===== src/rtl/fifo_byte_serializer_pkg.sv =====
// Shared FSM state types and FIFO condition codes for the byte serializer.
// No logic; imported by the fetch controller, the top and the bench.
// Condition code 2'b01 is unused by the FIFO and is treated as non-empty.
package fifo_ser_pkg;

    typedef enum logic [1:0] {F_IDLE, F_REQ, F_WAIT, F_GUARD} fetch_state_t;
    typedef enum logic {S_IDLE, S_SHIFT} shift_state_t;

    localparam logic [1:0] FIFO_EMPTY = 2'b00;
    localparam logic [1:0] FIFO_PART  = 2'b10;
    localparam logic [1:0] FIFO_FULL  = 2'b11;

    function automatic logic fifo_has_data(input logic [1:0] cond);
        case (cond)
            FIFO_PART, FIFO_FULL: return 1'b1;
            FIFO_EMPTY:           return 1'b0;
            default:              return 1'b1;
        endcase
    endfunction

endpackage


===== src/rtl/fifo_byte_serializer_if.sv =====
// FIFO read port plus serial bit stream of the byte serializer.
// master = serializer side, slave = FIFO/downstream side.
// bit_ready is the only backpressure; the FIFO side has none.
interface fifo_byte_serializer_if #(
    parameter int BYTE_W = 8
);
    logic [1:0]        fifo_cond;
    logic [BYTE_W-1:0] fifo_dout;
    logic              fifo_stb;
    logic              fifo_read;
    logic              bit_ready;
    logic              bit_out;
    logic              bit_valid;
    logic              bit_last;

    modport master (
        input  fifo_cond, fifo_dout, fifo_stb, bit_ready,
        output fifo_read, bit_out, bit_valid, bit_last
    );

    modport slave (
        output fifo_cond, fifo_dout, fifo_stb, bit_ready,
        input  fifo_read, bit_out, bit_valid, bit_last
    );
endinterface


===== src/rtl/fifo_byte_serializer_read_ctrl.sv =====
// Fetch FSM: pulls one byte from the FIFO into a one-entry prefetch buffer.
// Latency: read issued 1 cycle after non-empty seen, byte buffered 2 cycles later.
// Backpressure: no new read while the buffer is full; buffer freed by buf_take.
module fifo_read_ctrl
    import fifo_ser_pkg::*;
#(
    parameter int BYTE_W = 8
) (
    input  logic              clk,
    input  logic              rst,
    input  logic [1:0]        fifo_cond,
    input  logic [BYTE_W-1:0] fifo_dout,
    input  logic              fifo_stb,
    output logic              fifo_read,
    input  logic              buf_take,
    output logic              buf_full,
    output logic [BYTE_W-1:0] buf_dat,
    output logic              fetch_busy,
    output logic              stb_err
);

    fetch_state_t state;

    always_ff @(posedge clk or negedge rst) begin
        if (!rst) begin
            state     <= F_IDLE;
            fifo_read <= 1'b0;
            buf_full  <= 1'b0;
            buf_dat   <= '0;
            stb_err   <= 1'b0;
        end else begin
            fifo_read <= 1'b0;
            if (buf_take)
                buf_full <= 1'b0;
            if (fifo_stb && state != F_WAIT)
                stb_err <= 1'b1;
            case (state)
                F_IDLE: begin
                    if (fifo_has_data(fifo_cond) && !buf_full) begin
                        state     <= F_REQ;
                        fifo_read <= 1'b1;
                    end
                end
                F_REQ: state <= F_WAIT;
                F_WAIT: begin
                    // A capture overrides a same-edge take so the new byte is kept.
                    if (fifo_stb) begin
                        buf_dat  <= fifo_dout;
                        buf_full <= 1'b1;
                        state    <= F_GUARD;
                    end else begin
                        stb_err <= 1'b1;
                        state   <= F_IDLE;
                    end
                end
                F_GUARD: state <= F_IDLE;
                default: state <= F_IDLE;
            endcase
        end
    end

    assign fetch_busy = (state == F_REQ) || (state == F_WAIT);

endmodule


===== src/rtl/fifo_byte_serializer.sv =====
// Drains bytes from the byte FIFO and serialises them into a valid/ready bit stream.
// Latency: first bit valid 4 cycles after non-empty seen; then 1 bit/cycle, no bubbles.
// Backpressure: bit_ready low holds bit_out/bit_last; FIFO_SER_PARITY_EN appends even parity.
module fifo_byte_serializer
    import fifo_ser_pkg::*;
#(
    parameter int BYTE_W    = 8,
    parameter int LSB_FIRST = 1,
    parameter int CNT_W     = 16
) (
    input  logic                  clk,
    input  logic                  rst,
    fifo_byte_serializer_if.master bus,
    output logic                  busy,
    output logic [CNT_W-1:0]      bytes_sent,
    output logic                  stb_err
);

`ifdef FIFO_SER_PARITY_EN
    localparam int FRAME_W = BYTE_W + 1;
`else
    localparam int FRAME_W = BYTE_W;
`endif
    localparam int                BIT_CW   = $clog2(FRAME_W);
    localparam logic [BIT_CW-1:0] LAST_IDX = BIT_CW'(FRAME_W - 1);

    logic              buf_full;
    logic [BYTE_W-1:0] buf_dat;
    logic              buf_take;
    logic              fetch_busy;

    shift_state_t       sstate;
    logic [FRAME_W-1:0] frame;
    logic [FRAME_W-1:0] load_frame;
    logic [FRAME_W-1:0] shifted;
    logic [BIT_CW-1:0]  bit_cnt;
    logic [BIT_CW-1:0]  next_cnt;
    logic               bit_valid;
    logic               bit_last;
    logic               final_xfer;

    fifo_read_ctrl #(.BYTE_W(BYTE_W)) u_read_ctrl (
        .clk        (clk),
        .rst        (rst),
        .fifo_cond  (bus.fifo_cond),
        .fifo_dout  (bus.fifo_dout),
        .fifo_stb   (bus.fifo_stb),
        .fifo_read  (bus.fifo_read),
        .buf_take   (buf_take),
        .buf_full   (buf_full),
        .buf_dat    (buf_dat),
        .fetch_busy (fetch_busy),
        .stb_err    (stb_err)
    );

    // Parity sits at the far end of the frame so it always leaves last.
    always_comb begin
        load_frame = '0;
`ifdef FIFO_SER_PARITY_EN
        if (LSB_FIRST != 0)
            load_frame = {^buf_dat, buf_dat};
        else
            load_frame = {buf_dat, ^buf_dat};
`else
        load_frame = buf_dat;
`endif
    end

    assign shifted    = (LSB_FIRST != 0) ? (frame >> 1) : (frame << 1);
    assign next_cnt   = bit_cnt + 1'b1;
    assign final_xfer = bit_valid && bus.bit_ready && bit_last;
    // Reload straight from the buffer on the last bit so the stream has no gap.
    assign buf_take   = buf_full && ((sstate == S_IDLE) || final_xfer);

    always_ff @(posedge clk or negedge rst) begin
        if (!rst) begin
            sstate     <= S_IDLE;
            frame      <= '0;
            bit_cnt    <= '0;
            bit_valid  <= 1'b0;
            bit_last   <= 1'b0;
            bytes_sent <= '0;
        end else begin
            if (final_xfer)
                bytes_sent <= bytes_sent + 1'b1;
            if (buf_take) begin
                sstate    <= S_SHIFT;
                frame     <= load_frame;
                bit_cnt   <= '0;
                bit_valid <= 1'b1;
                bit_last  <= 1'b0;
            end else if (sstate == S_SHIFT && bus.bit_ready) begin
                if (bit_last) begin
                    sstate    <= S_IDLE;
                    frame     <= '0;
                    bit_cnt   <= '0;
                    bit_valid <= 1'b0;
                    bit_last  <= 1'b0;
                end else begin
                    frame    <= shifted;
                    bit_cnt  <= next_cnt;
                    bit_last <= (next_cnt == LAST_IDX);
                end
            end
        end
    end

    assign bus.bit_out   = (LSB_FIRST != 0) ? frame[0] : frame[FRAME_W-1];
    assign bus.bit_valid = bit_valid;
    assign bus.bit_last  = bit_last;
    assign busy          = buf_full || (sstate == S_SHIFT) || fetch_busy;

endmodule


===== src/flat_wrapper.sv =====
// flat-port wrapper written by rule: the top's interface ports become plain ports
module fifo_byte_serializer_flat import fifo_ser_pkg::*;
#(
    parameter int BYTE_W    = 8,
    parameter int LSB_FIRST = 1,
    parameter int CNT_W     = 16
)
  (clk, rst, busy, bytes_sent, stb_err, bus_fifo_cond, bus_fifo_dout, bus_fifo_stb, bus_bit_ready, bus_fifo_read, bus_bit_out, bus_bit_valid, bus_bit_last);
  fifo_byte_serializer_if #(.BYTE_W(BYTE_W)) bus_i ();
  input  logic clk;
  input  logic rst;
  output logic busy;
  output logic [CNT_W-1:0] bytes_sent;
  output logic stb_err;
  input wire logic [$bits(bus_i.fifo_cond)-1:0] bus_fifo_cond;
  input wire logic [$bits(bus_i.fifo_dout)-1:0] bus_fifo_dout;
  input wire logic [$bits(bus_i.fifo_stb)-1:0] bus_fifo_stb;
  input wire logic [$bits(bus_i.bit_ready)-1:0] bus_bit_ready;
  output wire logic [$bits(bus_i.fifo_read)-1:0] bus_fifo_read;
  output wire logic [$bits(bus_i.bit_out)-1:0] bus_bit_out;
  output wire logic [$bits(bus_i.bit_valid)-1:0] bus_bit_valid;
  output wire logic [$bits(bus_i.bit_last)-1:0] bus_bit_last;
  assign bus_i.fifo_cond = bus_fifo_cond;
  assign bus_i.fifo_dout = bus_fifo_dout;
  assign bus_i.fifo_stb = bus_fifo_stb;
  assign bus_i.bit_ready = bus_bit_ready;
  assign bus_fifo_read = bus_i.fifo_read;
  assign bus_bit_out = bus_i.bit_out;
  assign bus_bit_valid = bus_i.bit_valid;
  assign bus_bit_last = bus_i.bit_last;
  fifo_byte_serializer #(.BYTE_W(BYTE_W), .LSB_FIRST(LSB_FIRST), .CNT_W(CNT_W)) u_core (.clk(clk), .rst(rst), .bus(bus_i), .busy(busy), .bytes_sent(bytes_sent), .stb_err(stb_err));
endmodule

===== config.mk =====
export PLATFORM = sky130hd
export DESIGN_NAME = fifo_byte_serializer_flat
export DESIGN_NICKNAME = d
export VERILOG_FILES = /design/src/rtl/fifo_byte_serializer_pkg.sv /design/src/rtl/fifo_byte_serializer_if.sv /design/src/rtl/fifo_byte_serializer_read_ctrl.sv /design/src/rtl/fifo_byte_serializer.sv /design/src/flat_wrapper.sv
export SDC_FILE = /design/constraint.sdc
export NUM_CORES = 1
export LEC_CHECK = 0
export ABC_AREA = 1
export CAP_MARGIN = 20
export CORE_MARGIN = 5
export CORE_UTILIZATION = 50
export CTS_BUF_LIST = sky130_fd_sc_hd__clkbuf_8
export DETAILED_ROUTE_END_ITERATION = 16
export GPL_TIMING_DRIVEN = 0
export PLACE_DENSITY_LB_ADDON = 0.1
export SLEW_MARGIN = 30
export SYNTH_ARGS = -nofsm -noshare
export SYNTH_HDL_FRONTEND = slang
export SYNTH_SLANG_ARGS = --single-unit

===== constraint.sdc =====
create_clock -name clk -period 1.6 [get_ports clk]
set_input_delay 0.4 -clock clk [delete_from_list [all_inputs] [get_ports clk]]
set_output_delay 0.4 -clock clk [all_outputs]
set_load 0.02 [all_outputs]

# After elaboration in Yosys (flattened, before gate mapping)
# Cells that the tools add are included.
[op_classes]
addsub = 2
eq_ne = 6
mux = 25
bitwise_logic = 1
n_reduce_logical = 16
[op_table]
columns = ["op", "n"]
rows = [
  ["$add A16 B1 Y16 const B", 1],
  ["$mux W1", 16],
  ["$mux W8", 2],
  ["$mux W3", 3],
  ["$pmux W2 S4", 1],
  ["$mux W7", 1],
  ["$logic_and A1 B1 Y1", 5],
  ["$eq A2 B2 Y1 const B", 2],
  ["$logic_not A2 Y1", 2],
  ["$logic_or A1 B1 Y1", 4],
  ["$mux W2", 2],
  ["$ne A2 B2 Y1 const B", 2],
  ["$reduce_and A2 Y1", 2],
  ["$reduce_bool A2 Y1", 2],
  ["$add A3 B1 Y3 const B", 1],
  ["$eq A3 B3 Y1 const B", 1],
  ["$eq A2 B1 Y1 const B", 1],
  ["$logic_not A1 Y1", 1],
  ["$not A1 Y1", 1],
]
[word_totals]
ff_bits = 42
inputBits = 14
output_inout_bits = 22
word_cells = 60

# Longest topological paths before layout
[logic_depth]
word_depth = 7
depth_mapped = 8
depth_no_buf = 8

# Modules after synthesis
# Synthesis repeated with hierarchy kept, for this count alone.
[hier_totals]
hier_cells = 237
area_unflattened_um2 = 2004.4
[modules_own_cells]
columns = ["module", "n_inst", "cells_per_inst", "area_each_um2", "seq_area_each_um2"]
rows = [
  ["fifo_byte_serializer", 1, 174, 1426.4, 725.7],
  ["fifo_read_ctrl", 1, 63, 578.1, 325.3],
]

# Least setup slack after synthesis
# Ideal clock, no wire load.
[synth_path]
path_type = "reg-to-reg"
startpoint = "reg u_core.bytes_sent[1]"
endpoint = "reg u_core.bytes_sent[10]"
setup_time_ns = 0.120
arrival_time_ns = 1.184
required_time_ns = 1.480
path_slack_ns = 0.296
stages_incl_launch_ff = 7
path_buffers = 0
period_less_slack_ns = 1.304
path_cell_list = "dfrtp_1 ha_1 nand3_1 nor2_4 nand2_1 o21ai_1 nand2_1"
[synth_via]
elab_chain_cells = 1
[synth_rtl]
columns = ["element", "line", "text"]
rows = [
  ["start, declared", "fifo_byte_serializer.sv:15", "output logic [CNT_W-1:0] bytes_sent,"],
  ["start signal, assigned", "fifo_byte_serializer.sv:85", "bytes_sent <= bytes_sent + 1'b1;"],
  ["$add A16 B1 Y16", "fifo_byte_serializer.sv:85", ""],
]
# No other way between the ends.
# A chain may end at the register's enable or synchronous reset.

# Worst setup path after layout
[layout_path]
startpoint = "reg u_core.u_read_ctrl.state[1]"
endpoint = "out busy"
[layout_via]
elab_chain_cells = 3
elab_cells_between_ends = 4
classes_between = "2 x eq/ne; 2 x reduce/logical"
[layout_rtl]
columns = ["element", "line", "text"]
rows = [
  ["start, declared", "fifo_byte_serializer_read_ctrl.sv:22", "fetch_state_t state;"],
  ["start signal, assigned", "fifo_byte_serializer_read_ctrl.sv:26", "state <= F_IDLE;"],
  ["start signal, assigned", "fifo_byte_serializer_read_ctrl.sv:40", "state <= F_REQ;"],
  ["start signal, assigned", "fifo_byte_serializer_read_ctrl.sv:44", "F_REQ: state <= F_WAIT;"],
  ["$eq A2 B1 Y1 or $eq A2 B2 Y1 (tied branches)", "fifo_byte_serializer_read_ctrl.sv:62", "assign fetch_busy = (state == F_REQ) || (state == F_WAIT);"],
  ["$logic_or A1 B1 Y1 *", "fifo_byte_serializer_read_ctrl.sv:62", ""],
  ["$logic_or A1 B1 Y1 *", "fifo_byte_serializer.sv:111", "assign busy = buf_full || (sstate == S_SHIFT) || fetch_busy;"],
  ["end, declared", "flat_wrapper.sv:12", "output logic busy;"],
]
# Every way passes the cells marked *; elsewhere a longest branch is shown, timed or not.

==> summary.md <==
| Metric | Value |
|---|---|
| Post-DRT Antenna Nets | `0` |
| CTS Buf Count | `5` |
| Static Leak | `approximately 1.3 nW` |
| Dpl cells | `320` |
| Final Util | `0.647` |
| Starting Density | `0.509` |
| Crit Path Max Fanout | `3` |
| Post-Layout Cell Count | `~330` |
| Cells after Synth | `234` |
| Post-route setup slack | `-0.0796 ns` |
| Hold Crit Class | `input port to async pin` |
| Mux cell area share after synthesis | `0` |
| First-pass GRT wire length | `6950 um` |
| CP Data Required Time | `1.20 ns` |
| Die W | `73.6 um` |
| Avg Cell Area, Syn | `8.64 um2` |
| Seq/Total Area, Yosys | `0.520` |
| Final slew viol count | `0` |
| Most frequent cells in the layout | `66 x nand2_1, 41 x dfrtp_1, 39 x nand3_1` |
| Vias in the first global route | `around 1500` |
| TritonCTS Sinks | `42` |
| Worst-Margin Slew | `0.420 ns` |
| Syn_nets | `253` |
| Final Wtd Congestion | `0.786` |
| Clk pin slew, worst setup/hold paths | `roughly 0.080 ns` |
| DRC | `0` |
| Worst skew pair latency | `0.30 ns` |
| Final Power | `0.00346 W` |
| Synth cell types | `26` |
| Share of post-route cells with drive strength above 1 | `0.110` |
| First-pass detailed-route iteration total | `5` |
| Initial antenna violation count | `0` |
| RSZ-0062 raised after global routing | `yes` |
| Port bufs | `35` |
| DR WL/cell | `12.3 um` |
| Via density | `4.98` |
| Hold-fix buffers at CTS | `0` |
| Most common cell after layout, fill and taps aside | `nand2_1` |
| Ys Warns | `0` |
| Crit path launch type | `flip-flop` |
| ANT cells | `0` |
| Final Hold Viols | `0` |
| Period Utilization, post-route | `1.05` |
| Clock Skew | `0.0101 ns` |
| Tot GR Track Use | `0.169` |
| Core area | `0.00397 mm2` |
| CP Class | `flip-flop to output port` |
| Critical Path AT | `1.28 ns` |
| # IOs | `36` |
| Worst vdd ir | `between 0.0008 and 0.0009 V` |
| Compound-cell area share of the yosys netlist | `0.0260` |
| DR iter-0 viols | `138` |
| Synth Area in Simple Gates | `0.328` |
| Max Root-Sink Buffers | `2` |
| Final setup fails | `1` |
| Dominant combinational cell family by area after synthesis | `simple AND/OR/NAND/NOR gates` |
| Tmin final | `1.68 ns` |
| Adder-cell area share of the yosys netlist | `0.0310` |
| Yosys reg bits | `42` |
| Die area | `0.00541 mm2` |
| DR vias | `roughly 1600` |
| Clock root cell | `clkbuf_8` |
| H-tree level count | `2` |
| CTS tree | `built` |
| Outcome | `finished, violations left` |
| Remaining Overflow, GRT | `0` |
| Min Hold Slack | `between 0.02 and 0.025 ns` |
| Largest net degree at the start of global routing | `27` |
| Row count | `23` |
| HPWL after DPL | `2990 um` |
| Pwr Density | `1350 mW/mm2` |
| Final layout net count | `between 200 and 300` |
| Fmax | `between 0.5 and 0.6 GHz` |
| CP Capture Type | `output port` |
| Max Cap Violations | `0` |
| Area grow syn2layout | `27.1%` |
| Relative slew margins | `0.720` |
| Die height | `73.6 um` |
| Post-synthesis xor/xnor area fraction | `0.0390` |
| Drt total wl | `between 4000 and 5000 um` |
| Cell area after synthesis | `0.00202 mm2` |
| Failing checks | `setup timing` |
==> registers in the layout (all words and copies together) (netlist names) <==
name,flops
u_core.bus.bit_last,1
u_core.u_read_ctrl.state,2
u_core.u_read_ctrl.stb_err,1
u_core.bus.bit_valid,1
u_core.bit_cnt,3
u_core.u_read_ctrl.buf_full,1
u_core.frame,8
u_core.bytes_sent,16
u_core.u_read_ctrl.fifo_read,1
u_core.u_read_ctrl.buf_dat,8
==> what timing repair did <==
item                                    in CTS  in global routing
pin swaps                                    0                  2
gates resized for setup                     25                  6
endpoints found under the setup margin      22                  2
buffers inserted                             0                  3
==> cells in the mapped netlist, drive strengths merged <==
cell,n,share of area
nand2,69,0.13
dfrtp,42,0.52
nand3,40,0.11
nor2,21,0.055
inv,20,0.037
nand4,7,0.022
o21ai,6,0.015
xor2,6,0.026
ha,5,0.031
buf,4,0.014
a21oi,3,0.0074
nand3b,3,0.011
xnor2,3,0.013
clkinv,2,0.0037
clkbuf,1,0.0019
nor3,1,0.0025
o21bai,1,0.0037
==> layout make-up <==
cell class / count / area, um2
clock inverters: 3 / 40.0
repair buffers: 39 / 363
clock buffers: 5 / 68.8
well taps: 50 / 62.6
inverters: 22 / 82.6
multi-input cells: 165 / 868
fillers: 373 / 1400
flip-flops and latches: 42 / 1050
plain buffers: 5 / 31.3
==> layer usage <==
layer	up-vias	wire [um]	track usage
met4	0	79	0.0724
li1	845	-	-
met1	763	1960	0.238
met3	8	213	0.0492
met5	-	0	0
met2	31	1830	0.242
==> per-stage QoR <==
step	setup TNS [ns]	setup WS, ns	area (um2)
final	-0.0796	-0.0796	2570
after global routing	-0.147	-0.140	2570
after detailed placement	-2.87	-0.169	2450
after global placement	-43.24	-0.976	2430
after floorplan	0	0.296	2020
after CTS	-0.114	-0.114	2530
==> cells by family (layout without fill, tap and decap cells) <==
logic type	after synthesis	after routing
adders and majority gates	5	5
AOI/OAI and AO/OA	10	10
xor gates and xnor gates	9	9
DFF	42	42
buffers and inverters	27	74
and+or+nand+nor	141	141
==> worst paths after layout <==
check,start,endpoint,slack [ns],cells after the start
worst max-delay path,u_core.u_read_ctrl.state[1]$_DFFE_PN0P_,busy,-0.08,5
worst min-delay path,rst,u_core.bytes_sent[8]$_DFFE_PN0P_,0.02,1
worst max register to register,u_core.u_read_ctrl.state[0]$_DFFE_PN0P_,u_core.u_read_ctrl.buf_full$_DFF_PN0_,0.15,6
worst min register to register,u_core.u_read_ctrl.stb_err$_DFF_PN0_,u_core.u_read_ctrl.stb_err$_DFF_PN0_,0.48,1
max in group asynchronous,rst,u_core.bus.bit_last$_DFFE_PN0P_,1.10,2
min in group clk,u_core.u_read_ctrl.stb_err$_DFF_PN0_,u_core.u_read_ctrl.stb_err$_DFF_PN0_,0.48,1
==> critical path, cell delays in order, from the launching register on <==
cell and delay, ns:
dfrtp_1 0.41, inv_2 0.10, ha_4 0.20, nor2_1 0.09, nand2_1 0.07, buf_6 0.13
==> where the power goes <==
group	switching, W	total [W]	internal [W]
combinational	0.000613	0.00105	0.000441
sequential	0.000218	0.00158	0.00136
clock	0.000375	0.000834	0.000460
total	0.00121	0.00346	0.00226
Note: power is estimated with default switching activity, not from simulation.
